File: config.mk
export PLATFORM = sky130hd
export DESIGN_NAME = adc_sample_byte_packer
export DESIGN_NICKNAME = d
export VERILOG_FILES = /design/src/rtl/adc_sample_byte_packer_pkg.sv /design/src/rtl/adc_sample_byte_packer_prefetch.sv /design/src/rtl/adc_sample_byte_packer.sv
export SDC_FILE = /design/constraint.sdc
export NUM_CORES = 1
export LEC_CHECK = 0
export CAP_MARGIN = 0
export CORE_MARGIN = 2
export CORE_UTILIZATION = 50
export CTS_CLUSTER_SIZE = 20
export DETAILED_ROUTE_END_ITERATION = 12
export PLACE_DENSITY = 0.77
export SYNTH_ARGS = -nofsm -noshare
export SYNTH_HDL_FRONTEND = slang
export SYNTH_SLANG_ARGS = --single-unit
File: constraint.sdc
create_clock -name ftdi_clk -period 3.12 [get_ports ftdi_clk]
set_input_delay 0.78 -clock ftdi_clk [delete_from_list [all_inputs] [get_ports ftdi_clk]]
set_output_delay 0.78 -clock ftdi_clk [all_outputs]
set_load 0.01 [all_outputs]
File: src/rtl/adc_sample_byte_packer_pkg.sv
// Shared definitions for the ADC sample byte packer: sample field
// positions, byte marker constants, FSM state encodings and the
// sample-to-byte encoding helpers.
package adc_sample_byte_packer_pkg;

  localparam int unsigned SAMPLE_BITS = 12;
  localparam int unsigned P_BIT       = 11;
  localparam int unsigned OR_BIT      = 10;
  localparam int unsigned D_MSB       = 9;
  localparam int unsigned D_LSB       = 0;

  // Top three bits of every high byte; a low byte always has bit 7 clear,
  // so the consumer can resynchronise on the marker.
  localparam logic [2:0] HI_MARK = 3'b100;
  localparam logic       LO_MARK = 1'b0;

  typedef enum logic [1:0] {
    F_IDLE  = 2'd0,
    F_FETCH = 2'd1,
    F_CAPT  = 2'd2
  } fetch_state_t;

  typedef enum logic [1:0] {
    B_EMPTY = 2'd0,
    B_HI    = 2'd1,
    B_LO    = 2'd2
  } byte_state_t;

  // High byte: {1, 0, 0, P, OR, D[9:7]}
  function automatic logic [7:0] hi_byte(input logic [SAMPLE_BITS-1:0] s);
    return {HI_MARK, s[P_BIT], s[OR_BIT], s[D_MSB:D_MSB-2]};
  endfunction

  // Low byte: {0, D[6:0]}
  function automatic logic [7:0] lo_byte(input logic [SAMPLE_BITS-1:0] s);
    return {LO_MARK, s[D_MSB-3:D_LSB]};
  endfunction

endpackage

File: src/rtl/adc_sample_byte_packer_prefetch.sv
// One-deep sample prefetch register for the ADC byte packer.
// Runs the fetch FSM against the upstream sample FIFO and holds one
// captured word (pf_word/pf_valid) until the byte FSM takes it.
module adc_sample_byte_packer_prefetch
  import adc_sample_byte_packer_pkg::*;
#(
  parameter int SAMPLE_W = 12
) (
  input  logic                ftdi_clk,
  input  logic                reset,
  input  logic                flush,
  input  logic                sample_empty,
  input  logic [SAMPLE_W-1:0] sample_data,
  output logic                sample_rd_en,
  output logic [SAMPLE_W-1:0] pf_word,
  output logic                pf_valid,
  input  logic                pf_take
);

  fetch_state_t state;

  // Fetch FSM: issue one read when the prefetch slot is free, capture the
  // word on the following cycle; a flush abandons any read in flight.
  always_ff @(posedge ftdi_clk or posedge reset) begin
    if (reset) begin
      state        <= F_IDLE;
      sample_rd_en <= 1'b0;
      pf_valid     <= 1'b0;
    end else if (flush) begin
      state        <= F_IDLE;
      sample_rd_en <= 1'b0;
      pf_valid     <= 1'b0;
    end else begin
      case (state)
        F_IDLE: begin
          if (pf_take) begin
            pf_valid <= 1'b0;
          end
          if (!pf_valid && !sample_empty) begin
            state        <= F_FETCH;
            sample_rd_en <= 1'b1;
          end
        end
        F_FETCH: begin
          state        <= F_CAPT;
          sample_rd_en <= 1'b0;
        end
        F_CAPT: begin
          state    <= F_IDLE;
          pf_valid <= 1'b1;
        end
        default: begin
          state        <= F_IDLE;
          sample_rd_en <= 1'b0;
        end
      endcase
    end
  end

  // Prefetch data word: loaded from the FIFO output in the capture cycle;
  // qualified by pf_valid, so it needs no reset.
  always_ff @(posedge ftdi_clk) begin
    if (!flush && state == F_CAPT) begin
      pf_word <= sample_data;
    end
  end

endmodule

File: src/rtl/adc_sample_byte_packer.sv
// ADC sample byte packer: turns 12-bit {P, OR, D[9:0]} samples from the
// capture FIFO into a high/low byte stream for the register interface.
// Optional feature macro: PACKER_SAMPLE_COUNT_EN adds the sample_count
// output and count_clr input (saturating count of fully emitted samples).
module adc_sample_byte_packer
  import adc_sample_byte_packer_pkg::*;
#(
  parameter int SAMPLE_W = 12
) (
  input  logic                ftdi_clk,
  input  logic                reset,
  input  logic                flush,
  input  logic                sample_empty,
  input  logic [SAMPLE_W-1:0] sample_data,
  output logic                sample_rd_en,
  output logic                byte_empty,
  output logic [7:0]          byte_data,
  input  logic                byte_rd_en,
`ifdef PACKER_SAMPLE_COUNT_EN
  output logic [31:0]         sample_count,
  input  logic                count_clr,
`endif
  output logic                underflow
);

  byte_state_t         state;
  logic [SAMPLE_W-1:0] cur;
  logic [SAMPLE_W-1:0] pf_word;
  logic                pf_valid;
  logic                pf_take;
  logic                lo_accept;

  adc_sample_byte_packer_prefetch #(
    .SAMPLE_W(SAMPLE_W)
  ) u_sample_prefetch_reg (
    .ftdi_clk    (ftdi_clk),
    .reset       (reset),
    .flush       (flush),
    .sample_empty(sample_empty),
    .sample_data (sample_data),
    .sample_rd_en(sample_rd_en),
    .pf_word     (pf_word),
    .pf_valid    (pf_valid),
    .pf_take     (pf_take)
  );

  assign byte_empty = (state == B_EMPTY);
  assign lo_accept  = (state == B_LO) && byte_rd_en;

  // Take the prefetched word when idle, or on the low-byte read so the
  // next sample's high byte follows without a gap.
  always_comb begin
    pf_take = 1'b0;
    if (!flush && pf_valid) begin
      pf_take = (state == B_EMPTY) || lo_accept;
    end
  end

  // Byte FSM: emit high then low byte of the current sample, flag reads
  // made with nothing available.
  always_ff @(posedge ftdi_clk or posedge reset) begin
    if (reset) begin
      state     <= B_EMPTY;
      byte_data <= 8'h00;
      underflow <= 1'b0;
    end else if (flush) begin
      state     <= B_EMPTY;
      underflow <= 1'b0;
    end else begin
      case (state)
        B_EMPTY: begin
          if (byte_rd_en) begin
            underflow <= 1'b1;
          end
          if (pf_valid) begin
            state <= B_HI;
          end
        end
        B_HI: begin
          if (byte_rd_en) begin
            byte_data <= hi_byte(cur);
            state     <= B_LO;
          end
        end
        B_LO: begin
          if (byte_rd_en) begin
            byte_data <= lo_byte(cur);
            state     <= pf_valid ? B_HI : B_EMPTY;
          end
        end
        default: begin
          state <= B_EMPTY;
        end
      endcase
    end
  end

  // Current sample word: loaded from the prefetch slot on each take;
  // qualified by the byte FSM state, so it needs no reset.
  always_ff @(posedge ftdi_clk) begin
    if (pf_take) begin
      cur <= pf_word;
    end
  end

`ifdef PACKER_SAMPLE_COUNT_EN
  // Saturating count of samples whose low byte has been read.
  always_ff @(posedge ftdi_clk or posedge reset) begin
    if (reset) begin
      sample_count <= 32'd0;
    end else if (flush || count_clr) begin
      sample_count <= 32'd0;
    end else if (lo_accept && sample_count != 32'hFFFF_FFFF) begin
      sample_count <= sample_count + 32'd1;
    end
  end
`endif

endmodule

==> summary.md, run 1 <==
| Metric | Value |
|---|---|
| Outcome | `complete, no violations` |
| Number of flops mapped to enable cells by yosys | `24` |
| Die Span X | `59.4 um` |
| Post-synthesis adder-cell area fraction | `3.26%` |
| CTS sink cnt | `39` |
| Final hold viol count | `0` |
| I/O Pins | `28` |
| Seq/Total Area, Yosys | `71.5%` |
| Final core utilization | `62.3%` |
| Initial antenna violation count | `0` |
| Hpwl dp | `1690 um` |
| FF+latch count, synth | `39` |
| Wire per inst | `14.2 um` |
| Mean Syn Cell Area | `16.0 um2` |
| Final setup fails | `0` |
| Max-slew violations | `0` |
| Worst hold slack | `0.427 ns` |
| Synth Area in XOR/XNOR | `0%` |
| Leading area contributor after synthesis | `edfxtp_1` |
| Largest family of logic cells by synthesized area | `compound AO/OA/AOI/OAI gates` |
| Vias in the first global route | `839` |
| Largest net degree at the start of global routing | `16` |
| Min-Delay Path Class | `flop to flop` |
| CTS buffer count | `5` |
| Die Ht | `59.4 um` |
| Clk_skew | `0.0116 ns` |
| Final instance area | `1850 um2` |
| Antenna cells | `0` |
| Total routed wirelength | `2280 um` |
| Area post-placement | `1810 um2` |
| Post-CTS resize count | `0` |
| # port buffers | `27` |
| FFs w/ async S/R, synth | `38.5%` |
| Main area contributors after synthesis | `edfxtp_1 47%, dfrtp_1 24%, a21oi_1 3.3%, ha_1 3.3%, mux2i_1 3.3%` |
| Post-detailed-route count of antenna-violating nets | `0` |
| Multi-input gate area | `379 um2` |
| CTS Hold Bufs | `0` |
| Fmax | `402 MHz` |
| Total track usage | `15.4%` |
| Vias per inst | `5.19` |
| Initial Util | `51.5%` |
| Root Buffer Master | `clkbuf_4` |
| Mapped Cells | `96` |
| Yosys warnings | `0` |
| Max FO, Critical Path | `6` |
| Post-synthesis simple-gate area fraction | `7.67%` |
| Worst-Margin Slew | `0.577 ns` |
| Power Total | `1010 uW` |
| Post-route setup TNS | `0 ns` |
| Synth cell count leaders | `24 x edfxtp_1, 15 x dfrtp_1, 10 x a21oi_1` |
| Area of the mapped netlist | `1530 um2` |
| Worst endpoint required time | `2.34 ns` |
| Primary FF master, synth | `edfxtp_1` |
| Grt ovf | `0` |
| First-pass GRT wire length | `3770 um` |
| Setup bufs post-CTS | `0` |
| PD cells | `547 nW/um2` |
| Final period utilization | `79.7%` |
| Nets | `148` |
| Final min period | `2.49 ns` |
| Cell Rows | `20` |
| Peak VDD IR | `0.318 mV` |
| Crit end category | `primary output` |
| Reg clk slew, reported paths | `0.11 ns` |
| TritonCTS clock tree | `yes` |
| DR vias | `836` |
| Post-synthesis cell type count | `26` |
| Relative slew slack | `61.5%` |
| RSZ-0062 raised after global routing | `false` |
| Crit Path Class | `flop to primary output` |
| Leakage power | `0.000689 uW` |
| Most common cell in the netlist | `edfxtp_1` |
| Routability congestion estimate | `0.708` |
| Total core area | `2980 um2` |
| Clk buf depth | `2` |
| Top-area cell type share of the netlist area | `47.0%` |
| Compound-gate portion of the synthesized area | `10.5%` |
| DRC viols | `0` |
| Fillers | `226` |
| First-pass iteration count of the detailed router | `4` |
| Initial DRC Count | `16` |
| Die area | `3530 um2` |
| Skew-Pair Late Insertion Delay | `0.33 ns` |
| Arrival time at the worst endpoint | `1.71 ns` |
| Share of cells above drive strength 1 | `7.03%` |
| Area Growth Syn to Fin | `20.9%` |
| Mux contribution to synthesized area | `3.26%` |
| H-tree depth | `2` |
| Register area | `1100 um2` |
| # Max-Cap Violations | `0` |
| Crit start category | `flop` |
| Syn Nets | `117` |
placed cells by master (no fill, tap or decap):
cell,count
o21bai_4,1
nor4b_4,1
a2bb2oi_1,1
ha_1,4
nor2_1,4
mux2i_1,5
o2111ai_1,1
clkdlybuf4s50_1,27
nor3b_1,2
clkbuf_4,5
dfrtp_1,15
nor2b_1,2
inv_1,3
clkbuf_1,3
a211o_1,1
a21oi_1,10
or2b_1,1
a21o_1,1
a22o_1,2
buf_4,1
nand2_1,3
nand2b_1,1
nor2b_4,1
edfxtp_1,24
a31oi_1,5
o21ai_0,2
and3_1,1
and2_1,1
kinds of logic (layout without fill, tap and decap cells):
| family | after synthesis | in the layout |
|---|---|---|
| AO/OA/AOI/OAI | 24 | 24 |
| flip-flops | 39 | 39 |
| AND/OR/NAND/NOR | 17 | 17 |
| adder cells (fa/ha/maj) | 4 | 4 |
| multiplexers | 5 | 5 |
| buffers and inverters | 7 | 39 |
through the flow:
stage | std cells | setup WS (ns)
after global routing | 161 | 0.546
final | 161 | 0.635
after global placement | 153 | 0.717
after floorplan | 96 | 0.844
after detailed placement | 153 | 0.625
after CTS | 161 | 0.610
worst max-delay path, stage by stage, from the launching register on:
cell and delay (ns):
dfrtp_1 0.45, inv_1 0.10, ha_1 0.25, clkdlybuf4s50_1 0.57
power breakdown:
group          total, uW  internal, uW  switching [uW]  leakage, uW
Combinational        169           104            64.8     0.000256
Clock                233          89.9             143    0.0000265
Sequential           612           589            22.8     0.000407
per-layer routing:
metal | global-route usage [%] | vias to the layer above | routed length (um)
li1 | - | 420 | -
met1 | 18.1 | 391 | 941
met2 | 24.0 | 23 | 1210
met3 | 6.55 | 2 | 116
met4 | 7.79 | 0 | 15
met5 | 0 | - | 0
registers in the layout, summed over array words and instances (netlist names):
| name | flops |
|---|---|
| byte_data | 8 |
| cur | 12 |
| state | 2 |
| u_sample_prefetch_reg.pf_valid | 1 |
| u_sample_prefetch_reg.pf_word | 12 |
| u_sample_prefetch_reg.sample_rd_en | 1 |
| u_sample_prefetch_reg.state | 2 |
| underflow | 1 |
cell type report:
type                    instances  area share (%)
repair buffers                 28            15.0
inverters                       3           0.607
multi-input cells              50            20.4
well taps                      33            2.23
flip-flops and latches         39            59.1
clock buffers                   8            2.63
final timing paths:
check,depth (start not counted),slack [ns],start,end
min in group asynchronous,2,0.79,reset,u_sample_prefetch_reg.pf_valid
setup / recovery,3,0.63,state[1],byte_empty
hold reg to reg,0,0.43,u_sample_prefetch_reg.pf_word[11],cur[11]
max in group asynchronous,2,1.94,reset,byte_data[2]
hold / removal,0,0.43,u_sample_prefetch_reg.pf_word[11],cur[11]
setup reg to reg,5,1.17,state[0],cur[1]
No activity file was read; power rests on OpenSTA's default activity.
==> run 2: changes to the inputs <==
- clock period: 3.12 -> 2.31 ns (I/O delays scaled with it)
==> run 2 against run 1 <==
Global-route usage grew 1.0 points. Critical path type unchanged. Via count grew 3.2%. Largest power group unchanged. Hold slack gained 0.0034 ns. Critical endpoint unchanged. Highest routed layer unchanged. First-iteration DRC count grew 110%. Power grew 49%. Critical path depth is the same. Worst setup slack lost 0.53 ns.
==> summary.md, run 2 (synthesis results as in run 1) <==
| Metric | Value |
|---|---|
| Outcome | `complete, no violations (unchanged)` |
| CP peak stage delay | `0.54 ns (was 0.57 ns)` |
| Largest net degree at the start of global routing | `16 (unchanged)` |
| Final setup fails | `0 (unchanged)` |
| Worst-path cell chain | `inv_1 -> ha_4 -> clkdlybuf4s50_1 (was inv_1 -> ha_1 -> clkdlybuf4s50_1)` |
| First-pass GRT wire length | `4020 um (was 3770 um)` |
| Nets | `149 (was 148)` |
| Total routed wirelength | `2420 um (was 2280 um)` |
| PD cells | `792 nW/um2 (was 547 nW/um2)` |
| Min-Delay Path Class | `flop to flop (unchanged)` |
| Final period utilization | `95.3%` |
| Clk_skew | `0.00645 ns (was 0.0116 ns)` |
| Share of cells above drive strength 1 | `10.1% (was 7.03%)` |
| Total track usage | `16.4% (was 15.4%)` |
| Initial antenna violation count | `0 (unchanged)` |
| Area Growth Syn to Fin | `24.1% (was 20.9%)` |
| Max FO, Critical Path | `6 (unchanged)` |
| RSZ-0062 raised after global routing | `false (unchanged)` |
| Die Span X | `59.4 um (unchanged)` |
| Vias in the first global route | `900 (was 839)` |
| Final min period | `2.20 ns` |
| Crit start category | `flop (unchanged)` |
| Relative slew slack | `61.6% (was 61.5%)` |
| Commonest non-fill, non-tap cell in the layout | `clkdlybuf4s50_1 (unchanged)` |
| Sw Share | `22.7% (was 22.8%)` |
| Leakage power | `0.000708 uW (was 0.000689 uW)` |
| Post-route setup TNS | `0 ns (unchanged)` |
| Grt ovf | `0 (unchanged)` |
| Antenna cells | `0 (unchanged)` |
| CTS buffer count | `5 (unchanged)` |
| DRC viols | `0 (unchanged)` |
| Reg clk slew, reported paths | `0.11 ns (about the same)` |
| Arrival time at the worst endpoint | `1.62 ns (was 1.71 ns)` |
| Fmax | `454 MHz` |
| CP top delay family | `buffers and inverters (unchanged)` |
| Initial DRC Count | `34 (was 16)` |
| I/O Pins | `28 (unchanged)` |
| Final hold viol count | `0 (unchanged)` |
| Skew-Pair Late Insertion Delay | `0.34 ns (was 0.33 ns)` |
| Crit Path Class | `flop to primary output (unchanged)` |
| H-tree depth | `2 (unchanged)` |
| Cell Rows | `20 (unchanged)` |
| Root Buffer Master | `clkbuf_4 (unchanged)` |
| Post-detailed-route count of antenna-violating nets | `0 (unchanged)` |
| Vias per inst | `5.33 (was 5.19)` |
| CP max stage cell | `clkdlybuf4s50_1 (unchanged)` |
| Buf+Inv Stages, Crit Path | `2 (unchanged)` |
| # port buffers | `27 (unchanged)` |
| Initial Util | `51.5% (unchanged)` |
| Total core area | `2980 um2 (unchanged)` |
| First-pass iteration count of the detailed router | `4 (unchanged)` |
| Logic pwr share | `15.4% (was 16.7%)` |
| Power share of the clock group | `29.6% (was 23.0%)` |
| Hpwl dp | `1740 um (was 1690 um)` |
| Internal power | `1170 uW (was 783 uW)` |
| TritonCTS clock tree | `yes (unchanged)` |
| Max-slew violations | `0 (unchanged)` |
| # Max-Cap Violations | `0 (unchanged)` |
| Die Ht | `59.4 um (unchanged)` |
| Crit end category | `primary output (unchanged)` |
| Peak VDD IR | `0.579 mV (was 0.318 mV)` |
| CTS Hold Bufs | `0 (unchanged)` |
| Sw power | `342 uW (was 231 uW)` |
| Final core utilization | `63.9% (was 62.3%)` |
| Register share of total power | `54.9% (was 60.3%)` |
| Worst-Margin Slew | `0.575 ns (was 0.577 ns)` |
| Regs by FF count | `cur x12, u_sample_prefetch_reg.pf_word x12, byte_data x8 (unchanged)` |
| Most frequent cells in the layout | `27 x clkdlybuf4s50_1, 24 x edfxtp_1, 15 x dfrtp_1 (unchanged)` |
| Clk buf depth | `2 (unchanged)` |
| Routability congestion estimate | `0.720 (was 0.708)` |
| Worst endpoint required time | `1.73 ns (was 2.34 ns)` |
| Die area | `3530 um2 (unchanged)` |
| Wire per inst | `14.9 um (was 14.2 um)` |
| CTS sink cnt | `39 (unchanged)` |
| DR vias | `863 (was 836)` |
## run 2: repair_timing
item	4_1_cts	5_1_grt
gates resized for setup	0	2
buffers inserted	0	0
endpoints found under the setup margin	0	1
## run 2: final cells by class
cell class,count,area [um2]
Clock inverter,2,37.5
Fill cell,229,1070
Timing Repair Buffer,29,285
Inverter,3,11.3
Sequential cell,39,1100
Tap cell,33,41.3
Clock buffer,6,41.3
Multi-Input combinational cell,50,392
## run 2: worst paths after layout
path / start / endpoint / slack, ns / depth (start not counted)
max in group asynchronous: reset / byte_data[2] / 1.36 / 2
hold / removal: u_sample_prefetch_reg.pf_word[6] / cur[6] / 0.43 / 0
setup / recovery: state[0] / byte_empty / 0.11 / 3
min in group asynchronous: reset / u_sample_prefetch_reg.pf_valid / 0.58 / 2
setup reg to reg: state[0] / cur[1] / 0.33 / 5
hold reg to reg: u_sample_prefetch_reg.pf_word[6] / cur[6] / 0.43 / 0
## run 2: power groups by stage
stage	sequential [uW]	combinational, uW	clock (uW)
floorplan	863	71.3	0
global placement	840	227	0
detailed placement	843	233	0
CTS	829	234	456
global route	836	250	491
finish	828	233	447
## run 2: metrics by stage
step | total power [uW] | std cells | hold WS [ns] | instance area [um2] | setup WS, ns
floorplan | 934 | 96 | 0.400 | 1530 | 0.0961
global placement | 1070 | 154 | 0.404 | 1810 | 0.285
detailed placement | 1080 | 154 | 0.405 | 1810 | 0.187
CTS | 1520 | 162 | 0.432 | 1890 | 0.00655
global route | 1580 | 162 | 0.444 | 1900 | 0.0251
finish | 1510 | 162 | 0.430 | 1900 | 0.109
## run 2: worst reg2reg max path: cells and delay by family (launching register included)
kind | cells | cell delay, ns
and+or+nand+nor | 1 | 0.22
DFF | 1 | 0.41
buffers and inverters | 2 | 0.38
AOI/OAI and AO/OA | 1 | 0.17
adders and majority gates | 1 | 0.51
## run 2: layer usage
layer	routed length (um)	GRT usage [%]	up-vias
met2	1300	27.8	17
met1	978	17.9	418
met5	0	0	-
li1	-	-	422
met3	107	6.55	6
met4	31	7.79	0
==> run 3: changes to the inputs <==
- CTS_BUF_LIST: not set -> sky130_fd_sc_hd__clkbuf_4
==> run 3 against run 2 <==
Clock-buffer cell count unchanged. Power grew 0.96%. Maximum frequency down 0.10%. Largest cell class unchanged. Critical path type unchanged. Core utilization grew 0.13 points. Design area increased by 0.20%. Critical endpoint unchanged. Clock power is 3% higher.
==> summary.md, run 3 (synthesis results as in run 1) <==
| Metric | Value |
|---|---|
| First-pass GRT wire length | `4030 um (was 4020 um)` |
| I/O Pins | `28 (unchanged)` |
| Initial Util | `51.5% (unchanged)` |
| PD cells | `798 nW/um2 (was 792 nW/um2)` |
| Outcome | `complete, no violations (unchanged)` |
| Vias in the first global route | `901 (was 900)` |
| Post-route setup TNS | `0 ns (unchanged)` |
| Final period utilization | `95.4% (was 95.3%)` |
| Worst-path cell chain | `inv_1 -> ha_4 -> clkdlybuf4s50_1 (unchanged)` |
| Area post-placement | `1810 um2 (unchanged)` |
| # port buffers | `27 (unchanged)` |
| Hpwl dp | `1740 um (unchanged)` |
| Crit end category | `primary output (unchanged)` |
| Largest net degree at the start of global routing | `16 (unchanged)` |
| Share of cells above drive strength 1 | `10.9% (was 10.1%)` |
| Cell Rows | `20 (unchanged)` |
| CTS Hold Bufs | `0 (unchanged)` |
| Die Span X | `59.4 um (unchanged)` |
| Grt ovf | `0 (unchanged)` |
| Total routed wirelength | `2430 um (was 2420 um)` |
| DR vias | `863 (unchanged)` |
| Crit Path Class | `flop to primary output (unchanged)` |
| Wire per inst | `15.0 um (was 14.9 um)` |
| CP max stage cell | `clkdlybuf4s50_1 (unchanged)` |
| Final hold viol count | `0 (unchanged)` |
| Crit start category | `flop (unchanged)` |
| Fmax | `454 MHz (about the same)` |
| Met2 routed WL | `1310 um (was 1300 um)` |
| # Max-Cap Violations | `0 (unchanged)` |
| Post-Route M1 WL | `985 um (was 978 um)` |
| Max-slew violations | `0 (unchanged)` |
| Most frequent cells in the layout | `27 x clkdlybuf4s50_1, 24 x edfxtp_1, 15 x dfrtp_1 (unchanged)` |
| Worst endpoint required time | `1.73 ns (about the same)` |
| Worst r2r dst | `cur[1] (unchanged)` |
| DR WL met3 | `107 um (unchanged)` |
| Total core area | `2980 um2 (unchanged)` |
| Clk_skew | `0.00893 ns (was 0.00645 ns)` |
| Clk buf depth | `2 (unchanged)` |
| Final setup fails | `0 (unchanged)` |
| Vias per inst | `5.33 (unchanged)` |
| Nets | `149 (unchanged)` |
| Final core utilization | `64.1% (was 63.9%)` |
| Total track usage | `16.6% (was 16.4%)` |
| Post-detailed-route count of antenna-violating nets | `0 (unchanged)` |
| Skew-Pair Late Insertion Delay | `0.35 ns (was 0.34 ns)` |
| TritonCTS clock tree | `yes (unchanged)` |
| Setup crit end | `byte_empty (unchanged)` |
| Initial DRC Count | `29 (was 34)` |
| RSZ-0062 raised after global routing | `false (unchanged)` |
| Relative slew slack | `61.6% (unchanged)` |
| Arrival time at the worst endpoint | `1.63 ns (was 1.62 ns)` |
| Hold depth | `0 (unchanged)` |
| Buf+Inv Stages, Crit Path | `2 (unchanged)` |
| CTS buffer count | `5 (unchanged)` |
| DRC viols | `0 (unchanged)` |
| Worst-Margin Slew | `0.575 ns (unchanged)` |
| WP depth | `3 (unchanged)` |
| Initial antenna violation count | `0 (unchanged)` |
| Root Buffer Master | `clkbuf_4 (unchanged)` |
| RR Startpoint | `state[0] (unchanged)` |
| Worst Setup SP | `state[0] (unchanged)` |
| Setup bufs post-CTS | `0 (unchanged)` |
| Regs by FF count | `cur x12, u_sample_prefetch_reg.pf_word x12, byte_data x8 (unchanged)` |
| Leakage power | `0.000711 uW (was 0.000708 uW)` |
| CP top delay family | `buffers and inverters (unchanged)` |
| Die Ht | `59.4 um (unchanged)` |
| Final instance area | `1910 um2 (was 1900 um2)` |
| First-pass iteration count of the detailed router | `4 (unchanged)` |
| Top layer in use | `met4 (unchanged)` |
| Final min period | `2.20 ns (about the same)` |
| Area Growth Syn to Fin | `24.4% (was 24.1%)` |
| Commonest non-fill, non-tap cell in the layout | `clkdlybuf4s50_1 (unchanged)` |
| R2R cell count | `5 (unchanged)` |
| Die area | `3530 um2 (unchanged)` |
| Register-to-Register Setup Slack | `0.33 ns (about the same)` |
| CTS sink cnt | `39 (unchanged)` |
| Min-Delay Path Class | `flop to flop (unchanged)` |
| Routability congestion estimate | `0.720 (unchanged)` |
| Peak VDD IR | `0.442 mV (was 0.579 mV)` |
| Antenna cells | `0 (unchanged)` |
| CP peak stage delay | `0.54 ns (about the same)` |
| Reg clk slew, reported paths | `0.11 ns (about the same)` |
| Max FO, Critical Path | `6 (unchanged)` |
| H-tree depth | `2 (unchanged)` |
-- run 3: changes by cell type in the layout (fill, tap and decap cells not counted) --
cell	previous run	this run
clkbuf_1	1	0
clkbuf_4	5	6
-- run 3: per-layer routing --
metal,GRT usage [%],up-vias
met1,17.9,418
met2,27.8,17
li1,-,422
met3,6.55,6
met5,0,-
met4,8.77,0
-- run 3: how the worst min path moves through the flow --
| stage | startpoint | endpoint |
|---|---|---|
| 2_1_floorplan | u_sample_prefetch_reg.pf_word[0] | cur[0] |
| 3_5_place_dp | u_sample_prefetch_reg.pf_word[1] | cur[1] |
| 4_1_cts | u_sample_prefetch_reg.pf_word[6] | cur[6] |
| 5_1_grt | u_sample_prefetch_reg.pf_word[6] | cur[6] |
| 3_3_place_gp | u_sample_prefetch_reg.pf_word[8] | cur[8] |
| 6_report | u_sample_prefetch_reg.pf_word[6] | cur[6] |
-- run 3: cell type report --
type,count,area (um2)
repair buffers,29,285
flip-flops and latches,39,1100
inverters,3,11.3
fillers,229,1070
multi-input cells,50,392
clock buffers,6,45.0
well taps,33,41.3
clock inverters,2,37.5
-- run 3: per-stage QoR --
step / power (uW) / cells / hold slack (ns) / setup WS (ns)
2_1_floorplan: 934 / 96 / 0.400 / 0.0961
3_3_place_gp: 1070 / 154 / 0.404 / 0.285
3_5_place_dp: 1080 / 154 / 0.405 / 0.187
4_1_cts: 1530 / 162 / 0.432 / 0.00148
5_1_grt: 1590 / 162 / 0.444 / 0.0216
6_report: 1520 / 162 / 0.430 / 0.107
-- run 3: what timing repair did --
| item | CTS | global route |
|---|---|---|
| endpoints found under the setup margin | 0 | 1 |
| resized for setup | 0 | 2 |
| endpoints found under the hold margin | 0 | 0 |
-- run 3: where the power goes --
group / internal, uW / total (uW) / switching [uW]
Clock: 240 / 461 / 221
Sequential: 796 / 828 / 32.7
Combinational: 142 / 233 / 91.0
Total: 1180 / 1520 / 345
